**config.mk**
```make
export PLATFORM = sky130hd
export DESIGN_NAME = display_arbiter
export DESIGN_NICKNAME = d
export VERILOG_FILES = /design/src/rtl/display_arbiter.sv
export SDC_FILE = /design/constraint.sdc
export NUM_CORES = 1
export LEC_CHECK = 0
export ABC_AREA = 1
export BUFFER_PORTS_ARGS = -buffer_cell sky130_fd_sc_hd__buf_4
export CORE_MARGIN = 1
export CORE_UTILIZATION = 48
export CTS_BUF_LIST = sky130_fd_sc_hd__clkbuf_8
export DETAILED_ROUTE_END_ITERATION = 12
export GPL_ROUTABILITY_DRIVEN = 0
export GPL_TIMING_DRIVEN = 0
export PLACE_DENSITY = 0.75
export SLEW_MARGIN = 20
export SYNTH_ARGS = -nofsm -noshare
export SYNTH_HDL_FRONTEND = slang
export SYNTH_SLANG_ARGS = --single-unit
```
**constraint.sdc**
```tcl
create_clock -name CLK -period 4.1 [get_ports CLK]
set_input_delay 0 -clock CLK [delete_from_list [all_inputs] [get_ports CLK]]
set_output_delay 0 -clock CLK [all_outputs]
set_load 0.05 [all_outputs]
```
**src/rtl/display_arbiter.sv**
```systemverilog
// -----------------------------------------------------------------------------
// display_arbiter
//
// Shares one 4-digit hex 7-segment display among three requesters. The
// arbiter gives the display to one requester at a time, for a fixed dwell
// time. Requesters take turns in round-robin order. The turn ends early if
// the owner drops its request.
//
// A turn is:
//   IDLE -> ARB (one cycle, picks the winner) -> HOLD (dwell) -> ARB -> ...
//
// An owner keeps the display for DWELL_MAX+1 HOLD cycles. It is not
// preempted by a request that arrives mid-dwell. At dwell expiry with no
// competing request, the counter wraps and the owner simply keeps the
// display, with no new-grant pulse.
//
// Parameters
//   DWELL_MAX    last dwell count value of a turn (default 1 s at 100 MHz)
//   DWELL_WIDTH  dwell counter width; DWELL_MAX must be < 2**DWELL_WIDTH
//
// Ports
//   CLK        in   system clock, rising edge
//   RESET      in   synchronous, active-high reset
//   REQ[2:0]   in   level-sensitive display requests, bit i = requester i
//   VALUE_IN0  in   16-bit value offered by requester 0
//   VALUE_IN1  in   16-bit value offered by requester 1
//   VALUE_IN2  in   16-bit value offered by requester 2
//   VALUE_OUT  out  16-bit value to the display driver
//   GRANT[2:0] out  one-hot display owner, zero = no owner
//   ACTIVE     out  high while a turn is in progress (HOLD)
//   NEW_GRANT  out  one-cycle pulse when GRANT first shows a new owner
//
// Build option
//   DISP_ARB_LATCH_EN  when defined, VALUE_OUT is captured once from the
//                      winner on the ARB edge and frozen for the whole turn,
//                      including across a dwell wrap. When undefined,
//                      VALUE_OUT follows the owner's VALUE_IN every HOLD
//                      cycle, one cycle late.
//
// All outputs are registered.
// -----------------------------------------------------------------------------
module display_arbiter #(
  parameter int DWELL_MAX   = 99999999,
  parameter int DWELL_WIDTH = 27
) (
  input  logic        CLK,
  input  logic        RESET,
  input  logic [2:0]  REQ,
  input  logic [15:0] VALUE_IN0,
  input  logic [15:0] VALUE_IN1,
  input  logic [15:0] VALUE_IN2,
  output logic [15:0] VALUE_OUT,
  output logic [2:0]  GRANT,
  output logic        ACTIVE,
  output logic        NEW_GRANT
);

  localparam logic [DWELL_WIDTH-1:0] CNT_LAST = DWELL_WIDTH'(DWELL_MAX);

  typedef enum logic [1:0] {
    IDLE = 2'd0,
    ARB  = 2'd1,
    HOLD = 2'd2
  } state_t;

  state_t                 state, state_nx;
  logic [DWELL_WIDTH-1:0] cnt, cnt_nx;
  logic [1:0]             last, last_nx;
  logic [2:0]             grant_nx;
  logic [15:0]            value_nx;
  logic                   active_nx;
  logic                   new_grant_nx;

  // Requester values gathered into a packed array so they can be selected
  // by a one-hot grant vector.
  logic [2:0][15:0] vin;
  assign vin = {VALUE_IN2, VALUE_IN1, VALUE_IN0};

  // AND-OR mux. The select is one-hot, so at most one term is non-zero.
  function automatic logic [15:0] onehot_mux(input logic [2:0]       sel,
                                             input logic [2:0][15:0] data);
    logic [15:0] r;
    r = '0;
    for (int i = 0; i < 3; i++)
      if (sel[i]) r = r | data[i];
    return r;
  endfunction

  // Round-robin pick.
  // The search starts at the requester after the last winner, so the last
  // winner itself is checked last. After reset, last = 2, so requester 0
  // has first priority.
  logic [2:0] win_oh;
  logic [1:0] win_idx;

  always_comb begin : rr_pick
    int idx;
    win_oh  = '0;
    win_idx = '0;
    idx     = 0;
    for (int d = 1; d <= 3; d++) begin
      idx = (int'(last) + d) % 3;
      if (win_oh == '0 && REQ[idx]) begin
        win_oh[idx] = 1'b1;
        win_idx     = 2'(idx);
      end
    end
  end

  // The owner still requesting is the normal case.
  // If another requester is waiting, the dwell expiry hands the display
  // over instead of wrapping the counter.
  logic owner_req;
  logic others_req;
  logic dwell_done;

  assign owner_req  = |(REQ & GRANT);
  assign others_req = |(REQ & ~GRANT);
  assign dwell_done = (cnt == CNT_LAST);

  // ---------------------------------------------------------------------------
  // Next-state / next-output logic
  // ---------------------------------------------------------------------------
  always_comb begin
    state_nx     = state;
    cnt_nx       = cnt;
    last_nx      = last;
    grant_nx     = GRANT;
    value_nx     = VALUE_OUT;
    new_grant_nx = 1'b0;

    unique case (state)
      IDLE: begin
        if (REQ != 3'b000) state_nx = ARB;
      end

      ARB: begin
        if (win_oh != 3'b000) begin
          state_nx     = HOLD;
          grant_nx     = win_oh;
          last_nx      = win_idx;
          cnt_nx       = '0;
          new_grant_nx = 1'b1;
`ifdef DISP_ARB_LATCH_EN
          value_nx     = onehot_mux(win_oh, vin);
`endif
        end else begin
          // Everyone withdrew while we were arbitrating.
          state_nx = IDLE;
          grant_nx = 3'b000;
        end
      end

      HOLD: begin
`ifndef DISP_ARB_LATCH_EN
        // Follow the owner's value one cycle late, through wraps as well.
        value_nx = onehot_mux(GRANT, vin);
`endif
        if (!owner_req) begin
          // Owner gave up the display. This takes priority over an
          // expiry on the same cycle.
          state_nx = ARB;
          grant_nx = 3'b000;
        end else if (dwell_done) begin
          if (others_req) state_nx = ARB;  // GRANT holds until ARB reloads it
          else            cnt_nx   = '0;   // nobody waiting: same owner goes on
        end else begin
          cnt_nx = cnt + 1'b1;
        end
      end

      default: begin
        state_nx = IDLE;
        grant_nx = 3'b000;
      end
    endcase

    active_nx = (state_nx == HOLD);
  end

  // ---------------------------------------------------------------------------
  // State and output registers
  // ---------------------------------------------------------------------------
  always_ff @(posedge CLK) begin
    if (RESET) begin
      state     <= IDLE;
      cnt       <= '0;
      last      <= 2'd2;
      GRANT     <= 3'b000;
      VALUE_OUT <= 16'h0000;
      ACTIVE    <= 1'b0;
      NEW_GRANT <= 1'b0;
    end else begin
      state     <= state_nx;
      cnt       <= cnt_nx;
      last      <= last_nx;
      GRANT     <= grant_nx;
      VALUE_OUT <= value_nx;
      ACTIVE    <= active_nx;
      NEW_GRANT <= new_grant_nx;
    end
  end

endmodule

```
==> out/metrics.cfg, run 1 <==
[grt]
grt-ovfl-total=0
grt_pass1_wl_um=16400
number_of_antenna_violations_at_the_first_check_in_global_routing=0
number_of_global_route_vias_before_repair=3744
largest_net_degree_at_the_start_of_global_routing=16
grt_util_all_layers_pct=27.7

[finish]
fin_cells=716
post_route_cells_drive_above_1_share_pct=17.8
final_cell_mix=sky130_fd_sc_hd__nand2_1 (118), sky130_fd_sc_hd__nor2_1 (87), sky130_fd_sc_hd__buf_4 (73)
final_nets=693
flow.area_growth_from_synthesis_pct=33.1
post-route-cell-area_sq_um=4440
mostFrequentLayoutCell=sky130_fd_sc_hd__nand2_1
insertedDiodeCount=0
final_core_util_pct=65.8

[floorplan]
core_area_sq_um=6760
overall_die_area_sq_um=7290
floorplan.rows=30
initial_core_utilization_pct=49.4
io-pin-count=74
die_height_um=85.4
die_width_um=85.4

[setup_path]
critical_path_data_arrival_time_ns=2.96
crit-reg2reg-launch=state[1]
critical_path.reg2reg.endpoint=VALUE_OUT[4]
critical_path_required_ns=4.30
timing.critical_path.to_type=flop
worst_r2r_path_depth=7
crit_fanout=10
worst-setup-path-type=flop to flop
r2r_setup_slack_ns=1.34
cp-start-kind=flop

[yosys]
async_reset_ff_share_pct=0
avgSynthCellArea_sq_um=6.40
synthesis.nets=580
ys_warn_count=0
leading_register_cell_type_out_of_synthesis=sky130_fd_sc_hd__dfxtp_1
synth.yosys.seq_area_share_pct=31.2
ys_types=32
post_synth_inst_count=522
combined_area_of_all_synthesized_cells_sq_um=3340
synth_edf_count=0
synthesized_flop_and_latch_total=52

[worst_hold_path]
hold_path_depth=5
hp-start=REQ[2]
holdPathEnd=state[0]
timing.hold.worst.class=input port to flop

[clock_network]
cts_tree=built
buffers_from_clock_root_to_sink_at_most=2
post-cts-setup-buffers=0
clk_latency_ns=0.31
cts-buffers-inserted=5
cts_max_level=2
cts.clk_slew.worst_paths_ns=0.09
clockRootBuffer=sky130_fd_sc_hd__clkbuf_8
clock_sinks=52
cts-resized-gates=0

[drt]
num_vias=3839
detailed_router_s_first_iteration_violation_count=238
wl_um=9760
routedWlPerCell_um=13.6
ant_nets=0
firstDrtPassIters=5
post-route-drc-count=0
drt-vias-per-instance=5.36

[pwr]
leakagePower_nw=2.07
design_power_total_mw=2.71
power_per_unit_of_standard_cell_area_nw_per_um2=609
ir_drop_mv=0.433

[placed_design]
post_dp_cell_area_sq_um=3990
dpl.hpwl_um=6690
numPortBuffers=73
dp_cells=675

[flow_run]
cap_violations=0

[timing]
finalClockSkew_ns=0.0102
tightestPinTransition_ns=0.647
grt_setup_unrepaired=false
timing_hold_violations_final=0
finalCriticalPeriod_ns=2.76
final_min_period_over_clock_period_pct=67.3
fmaxAchievable_ghz=0.362
maxSlewViolCount=0
setup_viol=0
timing.max_slew.rel_slack_pct=56.7
fin_tns_setup_ns=0

[status]
run_status=completed

flip-flops by register name (all words and copies together) (netlist names):
name       flops
cnt           27
VALUE_OUT     16
GRANT          3
last           2
state          2
ACTIVE         1
NEW_GRANT      1
repair_timing:
action / in CTS / in global routing
endpoints found under the setup margin: 0 / 0
endpoints found under the hold margin: 21 / 0
hold buffers: 33 / 0
cell type report:
type	count	area, sq um
plain buffers	25	150
clock buffers	7	96.3
clock inverters	1	30.0
fillers	591	2310
inverters	57	214
multi-input cells	388	1930
flip-flops and latches	52	1040
well taps	80	100
repair buffers	106	878
Yosys cell counts (2+ instances only):
library cell,number,area (sq um)
sky130_fd_sc_hd__nand2_1,118,443
sky130_fd_sc_hd__nor2_1,87,327
sky130_fd_sc_hd__inv_1,53,199
sky130_fd_sc_hd__dfxtp_1,52,1040
sky130_fd_sc_hd__nand4_1,38,238
sky130_fd_sc_hd__a21oi_1,21,105
sky130_fd_sc_hd__o21ai_0,21,105
sky130_fd_sc_hd__nand3_1,19,95.1
sky130_fd_sc_hd__a31oi_1,18,113
sky130_fd_sc_hd__clkbuf_1,17,63.8
sky130_fd_sc_hd__xor2_1,17,149
sky130_fd_sc_hd__nor3_1,15,75.1
sky130_fd_sc_hd__nor2_2,13,81.3
sky130_fd_sc_hd__buf_6,5,56.3
sky130_fd_sc_hd__ha_1,5,62.6
sky130_fd_sc_hd__inv_2,3,11.3
sky130_fd_sc_hd__nand2_2,3,18.8
sky130_fd_sc_hd__buf_2,2,10.0
sky130_fd_sc_hd__nor2_4,2,22.5
power breakdown:
group | switching, mW | internal, mW | total, mW
combinational | 0.996 | 0.578 | 1.57
sequential | 0.0986 | 0.642 | 0.741
clock | 0.176 | 0.216 | 0.391
total | 1.27 | 1.44 | 2.71
kinds of logic after synthesis:
group | after synthesis | share of synthesized area (%)
DFF | 52 | 31.2
xor gates and xnor gates | 18 | 4.72
and+or+nand+nor | 301 | 40.8
AOI/OAI and AO/OA | 64 | 10.5
adders and majority gates | 5 | 1.87
buffers and inverters | 82 | 10.9
worst max path at each step:
stage | start | endpoint | slack [ns] | cells after the start
3_3_place_gp | cnt[0] | cnt[18] | 1.59 | 11
5_1_grt | state[1] | VALUE_OUT[4] | 1.16 | 7
4_1_cts | state[1] | VALUE_OUT[5] | 1.38 | 7
3_5_place_dp | last[0] | cnt[25] | 1.54 | 18
6_report | state[1] | VALUE_OUT[4] | 1.34 | 7
2_1_floorplan | last[0] | cnt[19] | 1.82 | 18
worst max-delay path: stages (launching register included):
cell and delay [ns]:
sky130_fd_sc_hd__dfxtp_1 0.34, sky130_fd_sc_hd__inv_1 0.05, sky130_fd_sc_hd__nor2_1 0.49, sky130_fd_sc_hd__clkinv_1 0.48, sky130_fd_sc_hd__clkbuf_1 0.39, sky130_fd_sc_hd__a21oi_1 0.21, sky130_fd_sc_hd__a31oi_1 0.10, sky130_fd_sc_hd__dlygate4sd3_1 0.57
routing by layer:
layer | vias up | part of all wire (%) | GRT usage (%)
li1 | 1937 | - | -
met1 | 1732 | 42 | 32.6
met2 | 148 | 48 | 48.7
met3 | 22 | 8.3 | 7.78
met4 | 0 | 2.2 | 8.79
met5 | - | 0 | 0
per-stage QoR:
step	setup slack (ns)	hold slack, ns
2_1_floorplan	1.82	0.0691
3_3_place_gp	1.59	0.205
3_5_place_dp	1.54	0.206
4_1_cts	1.38	0.0991
5_1_grt	1.16	0.144
6_report	1.34	0.113
(Power assumes the default switching activity.)
==> run 2, diff against run 1 <==
--- a/config.mk
+++ b/config.mk
@@ -13,7 +13,7 @@
 export DETAILED_ROUTE_END_ITERATION = 12
 export GPL_ROUTABILITY_DRIVEN = 0
 export GPL_TIMING_DRIVEN = 0
-export PLACE_DENSITY = 0.75
+export PLACE_DENSITY = 0.78
 export SLEW_MARGIN = 20
 export SYNTH_ARGS = -nofsm -noshare
 export SYNTH_HDL_FRONTEND = slang
==> constraint.sdc (replaced) <==
create_clock -name CLK -period 2.26 [get_ports CLK]
set_input_delay 0 -clock CLK [delete_from_list [all_inputs] [get_ports CLK]]
set_output_delay 0 -clock CLK [all_outputs]
set_load 0.05 [all_outputs]
==> run 2 against run 1 <==
  * The flow now finishes with violations (setup timing)
  * Combinational power up 140%
  * First-iteration DRC count up 21%
  * Final area grew 14%
  * Global-route usage increased by 3.9 points
  * Routed wire length up 31%
  * Clock-buffer cell count fell by 2
  * Total power grew 110%
  * Sequential share of layout area shrank 2.8 points
  * Cell count is 4.9% higher
  * Maximum frequency is 17% higher
  * Clock skew fell by 0.0047 ns
  * Highest routed layer unchanged
==> out/metrics.cfg, run 2 (same netlist as run 1, synthesis figures left out) <==
[status]
run_status=finished with violations  ; was completed
violations=setup timing

[timing]
timing.max_slew.rel_slack_pct=56.5  ; was 56.7%
fmaxAchievable_ghz=0.423  ; was 0.362 GHz
tightestPinTransition_ns=0.653  ; was 0.647 ns
final_layout_worst_hold_slack_ns=0.00500  ; was 0.113 ns
setup_viol=17  ; was 0
timing_hold_violations_final=0  ; unchanged
final_min_period_over_clock_period_pct=105  ; was 67.3%
finalCriticalPeriod_ns=2.36  ; was 2.76 ns
fin_tns_setup_ns=-1.01  ; was 0 ns
finalClockSkew_ns=0.00547  ; was 0.0102 ns
maxSlewViolCount=0  ; unchanged
fin_ws_ns=-0.103  ; was 1.34 ns
grt_setup_unrepaired=true  ; was false

[finish]
seq_area_sq_um=1040  ; about the same
largest_reg_flops=27  ; unchanged
multi_input_area_sq_um=2190  ; was 1930 sq um
flow.area_growth_from_synthesis_pct=51.6  ; was 33.1%
insertedDiodeCount=0  ; unchanged
final_core_util_pct=74.9  ; was 65.8%
post-route-cell-area_sq_um=5060  ; was 4440 sq um
final_nets=728  ; was 693
mostFrequentLayoutCell=sky130_fd_sc_hd__nand2_1  ; unchanged
fillers=444  ; was 591
max_flop_register=cnt  ; unchanged
final_cell_mix=sky130_fd_sc_hd__nand2_1 (105), sky130_fd_sc_hd__buf_4 (88), sky130_fd_sc_hd__nor2_1 (75)  ; was sky130_fd_sc_hd__nand2_1 (118), sky130_fd_sc_hd__nor2_1 (87), sky130_fd_sc_hd__buf_4 (73)
post_route_cells_drive_above_1_share_pct=27.4  ; was 17.8%
registers_with_the_most_flip_flops=cnt x27, VALUE_OUT x16, GRANT x3  ; unchanged

[clock_network]
clockRootBuffer=sky130_fd_sc_hd__clkbuf_8  ; unchanged
clock_sinks=52  ; unchanged
buffers_from_clock_root_to_sink_at_most=2  ; unchanged
cts-buffers-inserted=5  ; unchanged
cts_max_level=2  ; unchanged
cts.clk_slew.worst_paths_ns=0.10  ; was 0.09 ns
clk_latency_ns=0.32  ; was 0.31 ns
cts_tree=built  ; unchanged

[grt]
grt_util_all_layers_pct=31.6  ; was 27.7%
largest_net_degree_at_the_start_of_global_routing=17  ; was 16
grt_pass1_wl_um=18500  ; was 16,400 um
number_of_global_route_vias_before_repair=4035  ; was 3,744
number_of_antenna_violations_at_the_first_check_in_global_routing=0  ; unchanged
grt-ovfl-total=0  ; unchanged

[drt]
ant_nets=0  ; unchanged
routedWlPerCell_um=17.0  ; was 13.6 um
firstDrtPassIters=5  ; unchanged
wl_um=12800  ; was 9760 um
post-route-drc-count=0  ; unchanged
num_vias=4359  ; was 3,839
drt-vias-per-instance=5.80  ; was 5.36
detailed_router_s_first_iteration_violation_count=289  ; was 238

[setup_path]
timing.critical_path.to_type=flop  ; unchanged
cp-start-kind=flop  ; unchanged
crit_fanout=10  ; unchanged
critical_path_required_ns=2.52  ; was 4.30 ns
critical_path_data_arrival_time_ns=2.62  ; was 2.96 ns
worst-setup-path-type=flop to flop  ; unchanged

[floorplan]
die_width_um=85.4  ; unchanged
floorplan.rows=30  ; unchanged
overall_die_area_sq_um=7290  ; unchanged
core_area_sq_um=6760  ; unchanged
die_height_um=85.4  ; unchanged
io-pin-count=74  ; unchanged
initial_core_utilization_pct=49.4  ; unchanged

[pwr]
internal_power_mw=3.01  ; was 1.44 mW
clock_share_of_power_pct=11.6  ; was 14.5%
power_per_unit_of_standard_cell_area_nw_per_um2=1150  ; was 609 nW/um^2
ir_drop_mv=0.727  ; was 0.433 mV
power_frac_seq_pct=23.6  ; was 27.4%
p_sw_share_pct=48.3  ; was 46.9%
power.net_switching_mw=2.81  ; was 1.27 mW
leakagePower_nw=2.26  ; was 2.07 nW
p_comb_share_pct=64.8  ; was 58.2%
design_power_total_mw=5.81  ; was 2.71 mW

[flow_run]
cap_violations=0  ; unchanged

[worst_hold_path]
timing.hold.worst.class=input port to flop  ; unchanged

[placed_design]
dpl.hpwl_um=6790  ; was 6690 um
post_dp_cell_area_sq_um=4000  ; was 3990 sq um
numPortBuffers=73  ; unchanged

-- run 2: critical path: stages (launching register included) --
cell and delay (ns):
sky130_fd_sc_hd__dfxtp_1 0.38, sky130_fd_sc_hd__ha_2 0.23, sky130_fd_sc_hd__nand3_1 0.14, sky130_fd_sc_hd__nor3_1 0.19, sky130_fd_sc_hd__inv_1 0.12, sky130_fd_sc_hd__nor3_4 0.19
sky130_fd_sc_hd__nand3_1 0.20, sky130_fd_sc_hd__nand2_4 0.20, sky130_fd_sc_hd__inv_2 0.06, sky130_fd_sc_hd__nor2_4 0.15, sky130_fd_sc_hd__buf_6 0.16, sky130_fd_sc_hd__clkbuf_16 0.16
sky130_fd_sc_hd__nor2_2 0.04, sky130_fd_sc_hd__nor2_1 0.09
-- run 2: per-stage QoR --
step	std cells	setup slack, ns
after global placement	675	-0.220
after floorplan	522	0.0757
after detailed placement	675	-0.241
after CTS	735	0.00299
after global routing	751	-0.210
final	751	-0.103
-- run 2: metal layers --
layer  share of wire [%]  track usage (%)  up-vias  routed length (um)
li1                    -                -     1997                   -
met3                 9.4             6.81       63                1210
met2                  47             52.4      292                6020
met4                 4.3             15.3        0                 549
met5                   0                0        -                   0
met1                  39             38.9     2007                5000
-- run 2: layout make-up --
class                   instances  share of cell area [%]
multi-input cells             388                    43.2
clock buffers                   5                    1.36
repair buffers                141                    24.2
plain buffers                  25                    3.39
inverters                      57                    4.33
well taps                      80                    1.98
clock inverters                 3                   0.841
flip-flops and latches         52                    20.6
-- run 2: timing repair --
action | in CTS | in global routing
cloned | 0 | 4
endpoints found under the setup margin | 31 | 49
pin swaps | 5 | 19
hold buffers | 47 | 0
gates resized for setup | 23 | 68
hold endpoints to repair | 21 | 0
buffers inserted | 5 | 12
-- run 2: power groups by stage --
stage / combinational, mW / sequential (mW) / clock, mW
2_1_floorplan: 1.73 / 1.69 / 0
3_3_place_gp: 2.67 / 1.35 / 0
3_5_place_dp: 2.73 / 1.36 / 0
4_1_cts: 2.93 / 1.34 / 0.656
5_1_grt: 4.04 / 1.39 / 0.698
6_report: 3.77 / 1.37 / 0.677
-- run 2: path summary, 6_finish.rpt --
path / depth (start not counted) / slack, ns / from / endpoint
worst max-delay path: 13 / -0.10 / cnt[1] / cnt[24]
worst min register to register: 2 / 0.57 / VALUE_OUT[2] / VALUE_OUT[2]
worst max register to register: 13 / -0.10 / cnt[1] / cnt[24]
worst min-delay path: 3 / 0.005 / VALUE_IN2[5] / VALUE_OUT[5]
